--- src/rtl/arctangent_search.sv ---
// rtl/arctangent_search.sv - binary-search arctangent over a tangent_LUT (0..MAX_ANGLE degrees)
// Optional feature macro: ATAN_EARLY_EXIT_EN (finish as soon as a probe matches exactly).
module arctangent_search #(
    parameter int DATA_WIDTH  = 32,
    parameter int LUT_LATENCY = 1,
    parameter int MAX_ANGLE   = 90
) (
    input  logic                    clk,
    input  logic                    reset_n,
    input  logic                    start,
    input  logic [2*DATA_WIDTH-1:0] tan_in,
    output logic                    busy,
    output logic                    done,
    output logic [DATA_WIDTH-1:0]   angle_out,
    output logic [1:0]              quadrant_out,
    output logic                    error,
    output logic                    lut_en_tangent,
    output logic [1:0]              lut_quadrant,
    output logic [DATA_WIDTH-1:0]   lut_data_in,
    input  logic [2*DATA_WIDTH-1:0] lut_data_out
);
    localparam int TW     = 2 * DATA_WIDTH;
    localparam int MANT_W = TW - 12;
    localparam int ITERS  = 7;

    typedef enum logic [2:0] {S_IDLE, S_ISSUE, S_WAIT, S_CMP, S_DONE} state_t;

    state_t                  state, state_nxt;
    logic [TW-2:0]           mag;
    logic                    sign, is_nan, is_inf;
    logic [DATA_WIDTH-1:0]   lo, hi, lo_cmp, hi_cmp;
    logic [2:0]              iter;
    logic [7:0]              wait_cnt;
    logic                    in_nan, in_inf, accept, lut_le, lut_eq;
    logic                    lut_en_d, done_d;
    logic [DATA_WIDTH-1:0]   lut_din_d;
    logic                    unused_sign_bit;

    function automatic logic [DATA_WIDTH-1:0] midpoint(input logic [DATA_WIDTH-1:0] a,
                                                       input logic [DATA_WIDTH-1:0] b);
        logic [DATA_WIDTH:0] s;
        s = {1'b0, a} + {1'b0, b} + (DATA_WIDTH+1)'(1);
        return s[DATA_WIDTH:1];
    endfunction

    assign in_nan = (&tan_in[TW-2 -: 11]) && (|tan_in[MANT_W-1:0]);
    assign in_inf = (&tan_in[TW-2 -: 11]) && !(|tan_in[MANT_W-1:0]);
    assign accept = (state == S_IDLE) && start;
    assign lut_quadrant = 2'b00;
    assign unused_sign_bit = lut_data_out[TW-1];

    // Non-negative doubles order the same way as their raw bit patterns.
    assign lut_le = lut_data_out[TW-2:0] <= mag;
    assign lut_eq = lut_data_out[TW-2:0] == mag;

    always_comb begin
        lo_cmp = lo;
        hi_cmp = hi;
        if (lut_le) lo_cmp = lut_data_in;
        else        hi_cmp = lut_data_in - DATA_WIDTH'(1);
    end

    always_ff @(posedge clk or negedge reset_n) begin
        if (!reset_n) state <= S_IDLE;
        else          state <= state_nxt;
    end

    always_comb begin
        state_nxt = state;
        case (state)
            S_IDLE:  if (start) state_nxt = S_ISSUE;
            S_ISSUE: state_nxt = (is_nan || is_inf) ? S_DONE : S_WAIT;
            S_WAIT:  if (wait_cnt == 8'(LUT_LATENCY - 1)) state_nxt = S_CMP;
            S_CMP: begin
`ifdef ATAN_EARLY_EXIT_EN
                if (lut_eq || iter == 3'(ITERS - 1)) state_nxt = S_DONE;
                else                                 state_nxt = S_ISSUE;
`else
                if (iter == 3'(ITERS - 1)) state_nxt = S_DONE;
                else                       state_nxt = S_ISSUE;
`endif
            end
            S_DONE:  state_nxt = S_IDLE;
            default: state_nxt = S_IDLE;
        endcase
    end

    // Strobe and probe values are registered so the LUT sees clean inputs for all of ISSUE/WAIT.
    always_comb begin
        lut_en_d  = 1'b0;
        lut_din_d = lut_data_in;
        done_d    = (state == S_DONE);
        if (accept) begin
            lut_en_d = !(in_nan || in_inf);
            if (!(in_nan || in_inf)) lut_din_d = midpoint('0, DATA_WIDTH'(MAX_ANGLE));
        end else if (state == S_CMP && state_nxt == S_ISSUE) begin
            lut_en_d  = 1'b1;
            lut_din_d = midpoint(lo_cmp, hi_cmp);
        end else if (state_nxt == S_WAIT || (state == S_WAIT && state_nxt == S_WAIT)) begin
            lut_en_d = 1'b1;
        end
    end

    always_ff @(posedge clk or negedge reset_n) begin
        if (!reset_n) begin
            busy           <= 1'b0;
            done           <= 1'b0;
            angle_out      <= '0;
            quadrant_out   <= 2'b00;
            error          <= 1'b0;
            lut_en_tangent <= 1'b0;
            lut_data_in    <= '0;
            mag            <= '0;
            sign           <= 1'b0;
            is_nan         <= 1'b0;
            is_inf         <= 1'b0;
            lo             <= '0;
            hi             <= '0;
            iter           <= '0;
            wait_cnt       <= '0;
        end else begin
            lut_en_tangent <= lut_en_d;
            lut_data_in    <= lut_din_d;
            done           <= done_d;
            if (accept) begin
                mag    <= tan_in[TW-2:0];
                sign   <= tan_in[TW-1];
                is_nan <= in_nan;
                is_inf <= in_inf;
                lo     <= '0;
                hi     <= DATA_WIDTH'(MAX_ANGLE);
                iter   <= '0;
                busy   <= 1'b1;
            end else if (done) begin
                busy <= 1'b0;
            end
            if (state == S_ISSUE)     wait_cnt <= '0;
            else if (state == S_WAIT) wait_cnt <= wait_cnt + 8'd1;
            if (state == S_CMP) begin
                lo   <= lo_cmp;
                hi   <= hi_cmp;
                iter <= iter + 3'd1;
            end
            if (state == S_DONE) begin
                angle_out    <= is_nan ? '0 : (is_inf ? DATA_WIDTH'(MAX_ANGLE) : lo);
                quadrant_out <= {1'b0, sign};
                error        <= is_nan;
            end
        end
    end
endmodule

--- config.mk ---
export PLATFORM = sky130hd
export DESIGN_NAME = arctangent_search
export DESIGN_NICKNAME = d
export VERILOG_FILES = /design/src/rtl/arctangent_search.sv
export SDC_FILE = /design/constraint.sdc
export NUM_CORES = 1
export LEC_CHECK = 0
export BUFFER_PORTS_ARGS = -buffer_cell sky130_fd_sc_hd__buf_2
export CAP_MARGIN = 30
export CORE_ASPECT_RATIO = 0.8
export CORE_MARGIN = 1
export CORE_UTILIZATION = 30
export CTS_BUF_LIST = sky130_fd_sc_hd__clkbuf_8
export DETAILED_ROUTE_END_ITERATION = 10
export PLACE_DENSITY = 0.46
export SLEW_MARGIN = 0
export SYNTH_ARGS = -nofsm -noshare
export SYNTH_HDL_FRONTEND = slang
export SYNTH_SLANG_ARGS = --single-unit
export TNS_END_PERCENT = 10
--- constraint.sdc ---
create_clock -name clk -period 4.75 [get_ports clk]
set_input_delay 0.95 -clock clk [delete_from_list [all_inputs] [get_ports clk]]
set_output_delay 0.95 -clock clk [all_outputs]
set_load 0.05 [all_outputs]
## Word-level counts from Yosys, hierarchy flattened

Cells that the tools add are included.

- Register bits after elaboration: 213
- Logic and storage cells: 74

- Add/subtract/negate cells: 5
- Magnitude comparators: 1
- Eq/ne operators: 8
- Multiplexer cells: 25
- Reductions and logical operators: 19

Operator list:

| kind | count |
|---|---|
| two-way mux 32 bit | 11 |
| less-or-equal comparator 63 bit | 1 |
| OR reduction 52 bit | 1 |
| adder 32 x 32 -> 33 bit | 1 |
| adder 33 x 1 -> 33 bit, second input constant | 1 |
| subtractor 32 x 1 -> 32 bit, second input constant | 1 |
| two-way mux 3 bit | 6 |
| two-way mux 8 bit | 2 |
| case mux 3 bit (4 select lines) | 1 |
| AND reduction 11 bit | 1 |
| == test 3 x 2 -> 1 bit, second input constant | 3 |
| adder 8 x 1 -> 8 bit, second input constant | 1 |
| zero test 8 bit | 1 |
| nonzero test 2 bit | 4 |
| == test 3 x 1 -> 1 bit, second input constant | 2 |
| == test 3 bit, second input constant | 2 |
| logical AND 1 bit | 5 |
| two-way mux 1 bit | 5 |
| adder 3 x 1 -> 3 bit, second input constant | 1 |
| zero test 3 bit | 1 |
| logical OR 1 bit | 3 |
| zero test 1 bit | 2 |
| inequality test 2 bit, second input constant | 1 |
| AND reduction 2 bit | 1 |

## Longest topological paths before layout

- Word-level depth: 9
- Gate-level depth with buffers: 24
- Depth with buffers taken out: 21

## Least setup slack after synthesis

Ideal clock, no wire load.

- Path type: input to register
- Start: in lut_data_out[45]
- End: reg lut_data_in[27]
- Arrival: 5461 ps
- Required time: 4617 ps
- Slack: -845 ps
- Stages on the path: 22
- Path buffers: 3
- Cell sequence: ha_1 -> nand4_1 -> nor4_2 -> nand3_1 -> a31oi_1 -> nor4_2 -> nor2b_1 -> buf_6 -> clkbuf_1 -> buf_2 -> a21oi_1 -> fa_1 -> a21o_1 -> a21oi_1 -> o211a_1 -> o31ai_2 -> a311oi_2 -> o41ai_4 -> a311o_1 -> a21oi_1 -> xor2_1 -> o21ai_0

- Longest elaborated chain between the ends: 6
- Elaborated cells on any way between the ends: 7

Ends and longest elaborated chain:

| element | RTL line | source |
|---|---|---|
| start: declaration | 20 | `input logic [2*DATA_WIDTH-1:0] lut_data_out` |
| less-or-equal comparator 63 bit * | 53 | `assign lut_le = lut_data_out[TW-2:0] <= mag;` |
| two-way mux 32 bit | 59 | `if (lut_le) lo_cmp = lut_data_in;` |
| adder 32 x 32 -> 33 bit * | 42 | `s = {1'b0, a} + {1'b0, b} + (DATA_WIDTH+1)'(1);` |
| adder 33 x 1 -> 33 bit * | 42 |  |
| two-way mux 32 bit * | 96 | `end else if (state == S_CMP && state_nxt == S_ISSUE) begin` |
| two-way mux 32 bit * | 93 | `if (accept) begin` |
| end signal: assignment | 123 | `lut_data_in <= lut_din_d;` |
| end: declaration | 19 | `output logic [DATA_WIDTH-1:0] lut_data_in,` |

Mark *: on every way between the ends. The rest lies on a longest branch, timed or not. The select of a mux whose other input is x is not followed.
A chain may end at the register's enable or synchronous reset.

## Final worst setup path

- Start: in lut_data_out[54]
- End: reg lut_data_in[29]

The elaborated chain is that of the path after synthesis.

==> impl_metrics.json <==
{
  "cp-start-kind": "primary input",
  "cts_tree": "yes",
  "final_common_cell": "dfrtp_1",
  "synthesis.instances": 1361,
  "worst_skew_pair.late_latency_ns": 0.57,
  "power.density_mw_per_mm2": 790,
  "postSynth.asyncResetShare": 1.00,
  "core_sq_mm": 0.0408,
  "critPathKind": "primary input to flip-flop",
  "cts_htree_levels": 2,
  "grt_pass1_vias": 11200,
  "switching_share": 0.449,
  "fillers": 4074,
  "p_sw_mw": 6.14,
  "io_buffers": 198,
  "wl_met3_um": 1490,
  "synth_area_sq_mm": 0.0124,
  "synth_fa_ha_area_frac": 0.101,
  "die_w_um": 230,
  "rsz0062_at_grt": "true",
  "grt_pass1_wl_um": 62900,
  "grt_usage": 0.186,
  "min_path_type": "primary input to asynchronous set/reset pin",
  "relSlewSlack": 0.366,
  "max_cap_viol_count": 0,
  "stdcell_count": 2317,
  "setup_viol": 16,
  "path_clk_slew_ns": 0.06,
  "status": "finished, violations left",
  "antenna_left": 0,
  "p_clk_frac": 0.129,
  "areaGrowthSynthToFinish_pct": 39.4,
  "violations": "setup timing",
  "vdd_drop_max_v": 0.000355,
  "wl_per_cell_um": 17.0,
  "ioPinCount": 203,
  "drt_first_pass_iters": 4,
  "synthXorXnorAreaFrac": 0.0359,
  "viasPerCell": 4.85,
  "report.final.slew_viol_count": 0,
  "postCtsHoldBufs": 0,
  "drt-initial-drc-count": 551,
  "dieArea_sq_mm": 0.0423,
  "highest_layer": "met4",
  "crit_required_ns": 5.24,
  "fin_crit_sh": 1.09,
  "core.rowCount": 66,
  "grt_max_degree": 106,
  "synth_edf_count": 0,
  "yosysWarnings": 0,
  "route.detailed.drc": 0,
  "fp.dieH_um": 184,
  "synth_top_family_by_area": "compound AO/OA/AOI/OAI gates",
  "p_int_mw": 7.55,
  "ys_seq_area_frac": 0.428,
  "placedCellCount": 2221,
  "drt_wl_total_um": 39500,
  "p_leak_nw": 8.18,
  "wl_met1_um": 20400,
  "dpl.hpwl_um": 28300,
  "final_cell_mix": "213 x dfrtp_1, 202 x nand2_1, 194 x buf_2",
  "gp_congestion": 0.874,
  "period_needed_ns": 5.18,
  "fin_ws_ns": -0.435,
  "start_util": 0.305,
  "path_max_fanout": 8,
  "final_hold_viol_count": 0,
  "clock_skew_ns": 0.0298,
  "antenna_found_initial": 2,
  "finalPower_mw": 13.7,
  "cts_sinks": 213,
  "fin_nets": 1978,
  "critical_path.endpoint_type": "flip-flop",
  "muxShareOfSynthArea": 0.0296,
  "placed_area_sq_mm": 0.0155,
  "tightest_slew_ns": 0.952,
  "seqPwrFrac": 0.223,
  "ys.flop_type": "dfrtp_1",
  "synth_compound_area_frac": 0.196,
  "synth.avg_cell_area_sq_um": 9.14,
  "clockBufferDepth": 3,
  "met2WireLength_um": 16800,
  "arrival_ns": 5.67,
  "yosys.area_share.simple": 0.160,
  "synth_cell_types": 70,
  "final_area_sq_mm": 0.0173,
  "drive_gt1_frac": 0.347,
  "root_buffer": "clkbuf_8",
  "synth_seq_cells": 213,
  "cts-buffers-inserted": 41,
  "fmaxAchievable_mhz": 193,
  "p_comb_frac": 0.648,
  "num_vias": 11200,
  "overflow": 0
}
## cell families (layout without fill, tap and decap cells)
group / count (synthesis) / after routing
AO/OA/AOI/OAI: 376 / 376
XOR/XNOR: 51 / 51
adder cells (fa/ha/maj): 100 / 100
buffers and inverters: 152 / 560
flip-flops: 213 / 213
multiplexers: 33 / 33
other: 1 / 5
AND/OR/NAND/NOR: 435 / 435
## power by group through the flow
stage	combinational [mW]	clock [mW]	sequential (mW)
floorplan	4.16	0	3.74
global placement	7.71	0	3.07
detailed placement	7.78	0	3.07
CTS	8.26	1.85	3.05
global route	9.76	1.93	3.15
finish	8.87	1.77	3.05
## path summary, 6_finish.rpt
check / startpoint / endpoint / slack [ns] / cells past startpoint
max: lut_data_out[54] / lut_data_in[29]$_DFFE_PN0P_ / -0.43 / 22
min: reset_n / hi[12]$_DFFE_PN0P_ / 0.40 / 1
max reg2reg: mag[54]$_DFFE_PN0P_ / lut_data_in[29]$_DFFE_PN0P_ / -0.38 / 22
min reg2reg: done$_DFF_PN0_ / busy$_DFFE_PN0P_ / 0.45 / 1
max in group asynchronous: reset_n / mag[23]$_DFFE_PN0P_ / 3.55 / 2
min in group clk: done$_DFF_PN0_ / busy$_DFFE_PN0P_ / 0.45 / 1
## sequential cells by signal, summed over array words and instances (netlist names), 3 cells and up
name,cells
lo,32
wait_cnt,8
angle_out,32
state,3
lut_data_in,32
iter,3
mag,63
hi,32
## worst max-delay path, cell delays in order
cell and delay, ns:
buf_2 0.12, ha_4 0.23, buf_4 0.13, a21oi_2 0.13, o21ai_2 0.08, a221o_1 0.31
a211o_4 0.31, nor4_4 0.36, nor2b_4 0.16, clkbuf_16 0.19, o21ai_2 0.17, fa_2 0.25
a21o_1 0.17, a21oi_4 0.08, o211a_1 0.27, o31ai_4 0.26, a311oi_4 0.17, o41ai_4 0.44
a311oi_1 0.16, o41a_1 0.42, xor2_1 0.17, o21ai_1 0.13
## repair_timing
item | 4_1_cts | 5_1_grt
endpoints found under the setup margin | 23 | 24
hold endpoints to repair | 0 | 0
gates resized for setup | 64 | 68
setup buffers | 12 | 12
pin swaps | 24 | 27
gates cloned | 1 | 3
## layer usage
layer,vias up,track usage
li1,5634,-
met1,5357,0.277
met2,186,0.275
met3,58,0.0294
met4,0,0.0522
met5,-,0
## final cells by class
class / count / area (sq um) / share of cell area
clock buffer: 51 / 702 / 0.0405
multi-input combinational: 998 / 7420 / 0.428
clock inverter: 16 / 68.8 / 0.00397
inverter: 88 / 330 / 0.0190
timing repair buffer: 405 / 2810 / 0.162
antenna: 2 / 5.00 / 0.000289
sequential: 213 / 5330 / 0.307
tap: 544 / 681 / 0.0392
## per-stage QoR
step	setup slack (ns)	TNS (ns)	hold WS [ns]	util
floorplan	-0.547	-5.03	0.438	-
global placement	-1.15	-21.96	0.451	0.381
detailed placement	-1.27	-23.95	0.451	0.381
CTS	-0.360	-3.52	0.457	0.411
global route	-0.619	-8.21	0.480	0.425
finish	-0.435	-3.84	0.397	0.425
## cell usage after synthesis (all sizes together), types with 5 or more instances
library cell | number | share of area
nand2 | 206 | 0.062
nand3b | 6 | 0.0036
nand3 | 25 | 0.010
and3 | 6 | 0.0030
nor4 | 26 | 0.015
nor2b | 5 | 0.0025
ha | 99 | 0.10
a211oi | 5 | 0.0034
nand4 | 26 | 0.014
o21bai | 8 | 0.0048
clkbuf | 48 | 0.014
a31oi | 6 | 0.0030
a21oi | 87 | 0.035
or4 | 5 | 0.0030
xor2 | 22 | 0.015
o31ai | 9 | 0.0062
nor2 | 83 | 0.025
a32o | 6 | 0.0048
a21o | 17 | 0.010
buf | 16 | 0.0070
xnor2 | 29 | 0.020
a22o | 64 | 0.045
mux2 | 30 | 0.027
inv | 88 | 0.027
nor3 | 20 | 0.0080
dfrtp | 213 | 0.43
or3 | 7 | 0.0035
o21ai | 138 | 0.055
nand2b | 7 | 0.0035
Note: power is estimated with default switching activity, not from simulation.
